### src/rtl/gesture_pkg.sv
// Shared definitions for the gesture pipeline (palm locator and finger stage).
package gesture_pkg;

  localparam int unsigned COORD_W            = 8;
  localparam int unsigned IMAGE_WIDTH_DEF    = 120;
  localparam int unsigned IMAGE_HEIGHT_DEF   = 160;
  localparam int unsigned MIN_ROW_PIXELS_DEF = 10;
  localparam int unsigned MIN_PALM_ROWS_DEF  = 8;

  typedef logic [COORD_W-1:0] coord_t;

  typedef enum logic [1:0] {
    IDLE   = 2'd0,
    SCAN   = 2'd1,
    COMMIT = 2'd2
  } state_e;

  // Increment that sticks at all-ones instead of wrapping.
  function automatic coord_t sat_inc(input coord_t v);
    return (v == '1) ? v : v + 1'b1;
  endfunction

endpackage

### src/rtl/palm_locator_if.sv
// Pixel-stream input and palm-result output bundle for palm_locator.
interface palm_locator_if;
  import gesture_pkg::*;

  logic   object_image;
  logic   pixel_valid;
  logic   sof;
  coord_t palm_width;
  coord_t palm_height;
  coord_t start_of_palm_r;
  coord_t start_of_palm_c;
  coord_t end_of_palm_r;
  coord_t end_of_palm_c;
  logic   palm_valid;

  // Pixel source / result consumer side.
  modport master (
    output object_image, pixel_valid, sof,
    input  palm_width, palm_height, start_of_palm_r, start_of_palm_c,
    input  end_of_palm_r, end_of_palm_c, palm_valid
  );

  // Palm locator side.
  modport slave (
    input  object_image, pixel_valid, sof,
    output palm_width, palm_height, start_of_palm_r, start_of_palm_c,
    output end_of_palm_r, end_of_palm_c, palm_valid
  );

endinterface

### src/rtl/row_run_stats.sv
// Per-row white-pixel statistics. The o_* values already include the pixel
// presented this cycle, so on the last column they describe the complete row.
module row_run_stats
  import gesture_pkg::*;
#(
  parameter int unsigned IMAGE_WIDTH = IMAGE_WIDTH_DEF
) (
  input  logic   clk,
  input  logic   rst,
  input  logic   i_accept,
  input  logic   i_pixel,
  input  coord_t i_col,
  output logic   o_row_done,
  output coord_t o_row_white,
  output coord_t o_first_c,
  output coord_t o_last_c
);

  localparam coord_t LastCol = coord_t'(IMAGE_WIDTH - 1);

  coord_t r_white;
  coord_t r_first;
  coord_t r_last;
  logic   r_any;

  logic   w_row_start;
  coord_t w_white_base;
  logic   w_any_base;

  // Column 0 starts a fresh row: ignore whatever the previous row left behind.
  always_comb begin
    w_row_start  = (i_col == '0);
    w_white_base = w_row_start ? '0 : r_white;
    w_any_base   = w_row_start ? 1'b0 : r_any;
    o_row_white  = i_pixel ? sat_inc(w_white_base) : w_white_base;
    o_first_c    = (i_pixel && !w_any_base) ? i_col : r_first;
    o_last_c     = i_pixel ? i_col : r_last;
    o_row_done   = i_accept && (i_col == LastCol);
  end

  // Statistics advance only on accepted pixels; stalls freeze them.
  always_ff @(posedge clk or negedge rst) begin
    if (!rst) begin
      r_white <= '0;
      r_first <= '0;
      r_last  <= '0;
      r_any   <= 1'b0;
    end else if (i_accept) begin
      r_white <= o_row_white;
      r_first <= o_first_c;
      r_last  <= o_last_c;
      r_any   <= w_any_base | i_pixel;
    end
  end

endmodule

### src/rtl/palm_locator.sv
// Finds the bounding box of the rows holding enough white pixels in each
// raster frame and publishes it (or all zeros) one cycle after frame end.
module palm_locator
  import gesture_pkg::*;
#(
  parameter int unsigned IMAGE_WIDTH    = IMAGE_WIDTH_DEF,
  parameter int unsigned IMAGE_HEIGHT   = IMAGE_HEIGHT_DEF,
  parameter int unsigned MIN_ROW_PIXELS = MIN_ROW_PIXELS_DEF,
  parameter int unsigned MIN_PALM_ROWS  = MIN_PALM_ROWS_DEF
) (
  input logic           clk,
  input logic           rst,
  palm_locator_if.slave bus
);

  localparam coord_t LastCol = coord_t'(IMAGE_WIDTH - 1);
  localparam coord_t LastRow = coord_t'(IMAGE_HEIGHT - 1);
  localparam coord_t MinPix  = coord_t'(MIN_ROW_PIXELS);
  localparam coord_t MinRows = coord_t'(MIN_PALM_ROWS);

  state_e r_state, w_state_next;
  coord_t r_col, r_row, w_col_next, w_row_next;
  coord_t r_top, r_bottom, r_left, r_right, r_palm_rows;
  coord_t w_top, w_bottom, w_left, w_right, w_palm_rows;
  coord_t r_palm_width, r_palm_height, r_start_r, r_start_c, r_end_r, r_end_c;
  logic   r_palm_valid;

  logic   w_start, w_accept, w_last_pix, w_clear, w_qual, w_row_done;
  coord_t w_col, w_row, w_row_white, w_first_c, w_last_c;

  // A valid sof restarts the frame from any state; otherwise only SCAN accepts.
  always_comb begin
    w_start    = bus.pixel_valid && bus.sof;
    w_accept   = w_start || (bus.pixel_valid && (r_state == SCAN));
    w_col      = w_start ? '0 : r_col;
    w_row      = w_start ? '0 : r_row;
    w_last_pix = w_accept && (w_row == LastRow) && (w_col == LastCol);
  end

  row_run_stats #(
    .IMAGE_WIDTH (IMAGE_WIDTH)
  ) u_row_stats (
    .clk         (clk),
    .rst         (rst),
    .i_accept    (w_accept),
    .i_pixel     (bus.object_image),
    .i_col       (w_col),
    .o_row_done  (w_row_done),
    .o_row_white (w_row_white),
    .o_first_c   (w_first_c),
    .o_last_c    (w_last_c)
  );

  // Next state and raster position of the following pixel.
  always_comb begin
    w_state_next = r_state;
    w_col_next   = r_col;
    w_row_next   = r_row;
    if (r_state == COMMIT) begin
      w_state_next = IDLE;
      w_col_next   = '0;
      w_row_next   = '0;
    end
    if (w_accept) begin
      w_state_next = w_last_pix ? COMMIT : SCAN;
      if (w_last_pix) begin
        w_col_next = '0;
        w_row_next = '0;
      end else if (w_col == LastCol) begin
        w_col_next = '0;
        w_row_next = w_row + 1'b1;
      end else begin
        w_col_next = w_col + 1'b1;
        w_row_next = w_row;
      end
    end
  end

  // Frame accumulators: cleared at commit or frame (re)start, then folded
  // with the just-completed row if it qualifies.
  always_comb begin
    w_clear     = w_start || (r_state == COMMIT);
    w_top       = w_clear ? '0 : r_top;
    w_bottom    = w_clear ? '0 : r_bottom;
    w_left      = w_clear ? '0 : r_left;
    w_right     = w_clear ? '0 : r_right;
    w_palm_rows = w_clear ? '0 : r_palm_rows;
    w_qual      = w_row_done && (w_row_white >= MinPix);
    if (w_qual) begin
      if (w_palm_rows == '0) begin
        w_top   = w_row;
        w_left  = w_first_c;
        w_right = w_last_c;
      end else begin
        if (w_first_c < w_left) w_left = w_first_c;
        if (w_last_c > w_right) w_right = w_last_c;
      end
      w_bottom    = w_row;
      w_palm_rows = sat_inc(w_palm_rows);
    end
  end

  // FSM, counters and accumulators.
  always_ff @(posedge clk or negedge rst) begin
    if (!rst) begin
      r_state     <= IDLE;
      r_col       <= '0;
      r_row       <= '0;
      r_top       <= '0;
      r_bottom    <= '0;
      r_left      <= '0;
      r_right     <= '0;
      r_palm_rows <= '0;
    end else begin
      r_state     <= w_state_next;
      r_col       <= w_col_next;
      r_row       <= w_row_next;
      r_top       <= w_top;
      r_bottom    <= w_bottom;
      r_left      <= w_left;
      r_right     <= w_right;
      r_palm_rows <= w_palm_rows;
    end
  end

  // Result registers: all six update together in COMMIT and hold otherwise.
  always_ff @(posedge clk or negedge rst) begin
    if (!rst) begin
      r_palm_width  <= '0;
      r_palm_height <= '0;
      r_start_r     <= '0;
      r_start_c     <= '0;
      r_end_r       <= '0;
      r_end_c       <= '0;
      r_palm_valid  <= 1'b0;
    end else begin
      r_palm_valid <= (r_state == COMMIT);
      if (r_state == COMMIT) begin
        if (r_palm_rows >= MinRows) begin
          r_palm_width  <= r_right - r_left + 1'b1;
          r_palm_height <= r_bottom - r_top + 1'b1;
          r_start_r     <= r_top;
          r_start_c     <= r_left;
          r_end_r       <= r_bottom;
          r_end_c       <= r_right;
        end else begin
          r_palm_width  <= '0;
          r_palm_height <= '0;
          r_start_r     <= '0;
          r_start_c     <= '0;
          r_end_r       <= '0;
          r_end_c       <= '0;
        end
      end
    end
  end

  assign bus.palm_width      = r_palm_width;
  assign bus.palm_height     = r_palm_height;
  assign bus.start_of_palm_r = r_start_r;
  assign bus.start_of_palm_c = r_start_c;
  assign bus.end_of_palm_r   = r_end_r;
  assign bus.end_of_palm_c   = r_end_c;
  assign bus.palm_valid      = r_palm_valid;

endmodule

### src/flat_wrapper.sv
// flat-port wrapper written by rule: the top's interface ports become plain ports
module palm_locator_flat import gesture_pkg::*;
#(
  parameter int unsigned IMAGE_WIDTH    = IMAGE_WIDTH_DEF,
  parameter int unsigned IMAGE_HEIGHT   = IMAGE_HEIGHT_DEF,
  parameter int unsigned MIN_ROW_PIXELS = MIN_ROW_PIXELS_DEF,
  parameter int unsigned MIN_PALM_ROWS  = MIN_PALM_ROWS_DEF
)
  (clk, rst, bus_object_image, bus_pixel_valid, bus_sof, bus_palm_width, bus_palm_height, bus_start_of_palm_r, bus_start_of_palm_c, bus_end_of_palm_r, bus_end_of_palm_c, bus_palm_valid);
  palm_locator_if bus_i ();
  input logic clk;
  input logic rst;
  input wire logic [$bits(bus_i.object_image)-1:0] bus_object_image;
  input wire logic [$bits(bus_i.pixel_valid)-1:0] bus_pixel_valid;
  input wire logic [$bits(bus_i.sof)-1:0] bus_sof;
  output wire logic [$bits(bus_i.palm_width)-1:0] bus_palm_width;
  output wire logic [$bits(bus_i.palm_height)-1:0] bus_palm_height;
  output wire logic [$bits(bus_i.start_of_palm_r)-1:0] bus_start_of_palm_r;
  output wire logic [$bits(bus_i.start_of_palm_c)-1:0] bus_start_of_palm_c;
  output wire logic [$bits(bus_i.end_of_palm_r)-1:0] bus_end_of_palm_r;
  output wire logic [$bits(bus_i.end_of_palm_c)-1:0] bus_end_of_palm_c;
  output wire logic [$bits(bus_i.palm_valid)-1:0] bus_palm_valid;
  assign bus_i.object_image = bus_object_image;
  assign bus_i.pixel_valid = bus_pixel_valid;
  assign bus_i.sof = bus_sof;
  assign bus_palm_width = bus_i.palm_width;
  assign bus_palm_height = bus_i.palm_height;
  assign bus_start_of_palm_r = bus_i.start_of_palm_r;
  assign bus_start_of_palm_c = bus_i.start_of_palm_c;
  assign bus_end_of_palm_r = bus_i.end_of_palm_r;
  assign bus_end_of_palm_c = bus_i.end_of_palm_c;
  assign bus_palm_valid = bus_i.palm_valid;
  palm_locator #(.IMAGE_WIDTH(IMAGE_WIDTH), .IMAGE_HEIGHT(IMAGE_HEIGHT), .MIN_ROW_PIXELS(MIN_ROW_PIXELS), .MIN_PALM_ROWS(MIN_PALM_ROWS)) u_core (.clk(clk), .rst(rst), .bus(bus_i));
endmodule
### config.mk
export PLATFORM = sky130hd
export DESIGN_NAME = palm_locator_flat
export DESIGN_NICKNAME = d
export VERILOG_FILES = /design/src/rtl/gesture_pkg.sv /design/src/rtl/palm_locator_if.sv /design/src/rtl/row_run_stats.sv /design/src/rtl/palm_locator.sv /design/src/flat_wrapper.sv
export SDC_FILE = /design/constraint.sdc
export NUM_CORES = 1
export LEC_CHECK = 0
export ABC_CLOCK_PERIOD_IN_PS = 4400
export CAP_MARGIN = 20
export CELL_PAD_IN_SITES_DETAIL_PLACEMENT = 0
export CELL_PAD_IN_SITES_GLOBAL_PLACEMENT = 2
export CORE_MARGIN = 3
export CORE_UTILIZATION = 37
export CTS_CLUSTER_DIAMETER = 60
export CTS_CLUSTER_SIZE = 24
export DETAILED_ROUTE_END_ITERATION = 10
export GPL_ROUTABILITY_DRIVEN = 0
export PLACE_DENSITY_LB_ADDON = 0.05
export REMOVE_ABC_BUFFERS = 1
export SETUP_SLACK_MARGIN = 0.5
export SLEW_MARGIN = 15
export SYNTH_ARGS = -nofsm -noshare
export SYNTH_HDL_FRONTEND = slang
export SYNTH_SLANG_ARGS = --single-unit
### constraint.sdc
create_clock -name clk -period 4.4 [get_ports clk]
set_input_delay 0.88 -clock clk [delete_from_list [all_inputs] [get_ports clk]]
set_output_delay 0.88 -clock clk [all_outputs]
set_load 0.01 [all_outputs]
==> impl_metrics.toml <==
[sta]
period_needed_ns = 3.80
hold_violations = 0
worst_slew_pin_slew_ns = 0.880
rsz0062_at_grt = "no"
skew_ns = 0.00846
finalSetupViolations = 0
timing.slew.headroom_pct = 40.9
slew_violations = 0
timing.fmax_ghz = 0.263
timing.final.ws_setup_ns = 0.602
period_share_pct = 86.3

[power_and_ir_drop]
peakVddDrop_mv = 0.273
p_per_area_nw_per_um2 = 334
leakagePower_nw = 4.09
power.total_mw = 3.07

[cts]
h-tree-depth = 4
cts-root-buf = "clkbuf_16"
clk_latency_ns = 0.42
clk_pin_slew_ns = 0.06
cts_made_buffers = 17
cts_tree = "done"
clock_path_buffers = 2
hold_buffers = 0
cts_sinks = 132

[critical_path]
end_kind = "flip-flop"
cp.buffers_inverters = 6
path_cells = "clkdlybuf4s15_1 -> nand2_2 -> and2_4 -> inv_1 -> ha_2 -> nor3b_2 -> buf_4 -> a21oi_4 -> a21bo_4 -> buf_6 -> nor2_1 -> a21oi_2 -> inv_1 -> ha_1 -> and4_1 -> a221o_1 -> a2111oi_4 -> o31ai_4 -> buf_12 -> mux2i_1"
cpMostUsedCell = "inv_1"
criticalPathCategory = "in2reg"
cp_max_fo = 8
crit_family = "compound AO/OA/AOI/OAI gates"
cp_slowest_cell = "a221o_1"
cp.required_ns = 4.73
slowest_delay_ns = 0.35
critPathLaunchType = "input pin"
arrival_ns = 4.13

[logic_synthesis]
yosysSeqAreaShare_pct = 45.3
synth-main-ff-cell = "dfrtp_1"
synthTopCellsByArea = "dfrtp_1, ha_1, nand2_1"
synth.avg_cell_area_um2 = 9.24
async_flop_share_pct = 100
syn_area_um2 = 7300
syn_inst = 790
synth_enable_flop_cells = 0
yosysTopAreaCell = "dfrtp_1"
yosysUniqueCellTypes = 68
ys_warn_count = 0
synth_top_area_share_pct = 45.3
synth_seq_cells = 132

[die]
die-width_um = 146
initial_utilization_pct = 38.4
die-area_um2 = 21400
num_io_pins = 54
dieHeight_um = 146
core-area_um2 = 19000
core.rowCount = 50

[global_routing]
grt_usage_pct = 17.8
antenna_found_initial = 0
grt_pass1_vias = 5915
grt_max_degree = 81
grt_first_pass_wirelength_um = 31200
grt-ovfl-total = 0

[hold_path]
worstHoldPathType = "reg2reg"

[routing]
ant_nets = 0
drt-initial-drc-count = 342
vias = 5858
avgRoutedWirePerCell_um = 16.0
wl_um = 18500
routed_via_density = 5.08
drtPass1Iterations = 4
drcViolationCount = 0

[final_layout]
diodes = 0
final_nets = 935
layout.cells.most_common = "nand2_1"
drive_gt1_share_pct = 14.5
design_area_um2 = 9190
final_cell_mix = "nand2_1, dfrtp_1, o21ai_0"
area_growth_pct = 25.9

[place]
port_buffers = 53
postPlaceCellArea_um2 = 8340
dp_slack_ns = -0.227
hpwl_um = 13400

[outcome]
outcome = "complete, no violations"

[run]
drv_cap = 0
[area by class of cell]
cell class                 instances  area, um^2
fill                            1844        9830
inverter                          55         206
multi-input combinational        565        3760
clock buffer                      19         443
tap                              260         325
clock inverter                    13         135
sequential                       132        3300
timing repair buffer             110        1010
[what timing repair did]
| action | 4_1_cts | 5_1_grt |
|---|---|---|
| pin swaps | 6 | 16 |
| endpoints found under the setup margin | 40 | 34 |
| gates cloned | 0 | 1 |
| buffers inserted | 4 | 9 |
| endpoints found under the hold margin | 0 | 0 |
| resized for setup | 9 | 28 |
[cell families (layout without fill, tap and decap cells)]
| kind of cell | after synthesis | after routing | synth area share, % |
|---|---|---|---|
| multiplexers | 29 | 29 | 4.20 |
| AND/OR/NAND/NOR | 273 | 273 | 17.2 |
| buffers and inverters | 93 | 197 | 5.09 |
| flip-flops | 132 | 132 | 45.3 |
| XOR/XNOR | 19 | 19 | 2.28 |
| AO/OA/AOI/OAI | 195 | 195 | 17.4 |
| adder cells (fa/ha/maj) | 49 | 49 | 8.60 |
[final timing paths]
kind                                               startpoint                             to  slack [ns]  depth (start not counted)
worst max-delay path                          bus_pixel_valid               u_core.r_left[5]        0.60                         20
worst max register to register                u_core.r_col[0]               u_core.r_left[5]        0.95                         18
worst min-delay path            u_core.bus.start_of_palm_c[4]  u_core.bus.start_of_palm_c[4]        0.47                          2
worst min register to register  u_core.bus.start_of_palm_c[4]  u_core.bus.start_of_palm_c[4]        0.47                          2
min in group asynchronous                                 rst       u_core.bus.palm_width[7]        0.49                          1
max in group asynchronous                                 rst       u_core.bus.palm_width[4]        2.96                          2
[cell usage after synthesis (4+ instances only)]
library cell,instances
a21o_1,8
a21oi_1,38
a22o_1,5
a31oi_1,6
a32o_1,6
and2_1,7
and3_1,11
buf_1,4
clkbuf_1,27
dfrtp_1,132
ha_1,47
inv_1,54
mux2_1,7
mux2i_1,19
nand2_1,156
nand2b_1,4
nand3_1,24
nand4_1,7
nor2_1,34
nor3_1,4
o21ai_0,75
o21bai_1,4
o31ai_1,25
or3b_1,6
xnor2_1,15
xor2_1,4
[layer usage]
layer / up-vias / global-route usage (%) / part of all wire (%)
met5: - / 0 / 0
met4: 0 / 5.32 / 0.77
met3: 11 / 2.76 / 2.7
met2: 79 / 27.2 / 45
met1: 2825 / 26.2 / 51
li1: 2943 / - / -
[per-stage QoR]
stage / hold WS (ns) / util, % / TNS [ns] / std cells
after detailed placement: 0.465 / 43.8 / -4.65 / 1108
after global routing: 0.492 / 48.3 / 0 / 1154
after CTS: 0.478 / 47.2 / 0 / 1144
final: 0.472 / 48.3 / 0 / 1154
after floorplan: 0.446 / - / -23.57 / 752
after global placement: 0.462 / 43.8 / -2.16 / 1108
[tightest hold or removal path: stages (launching register included)]
cell and delay (ns):
dfrtp_1 0.34, nand2_1 0.05, o31ai_1 0.05
[report_power, final]
part / internal (mW) / total (mW) / switching, mW
logic: 0.175 / 0.379 / 0.204
registers: 1.25 / 1.29 / 0.0403
clock network: 0.847 / 1.40 / 0.551
total: 2.27 / 3.07 / 0.796
No activity file was read; power rests on OpenSTA's default activity.
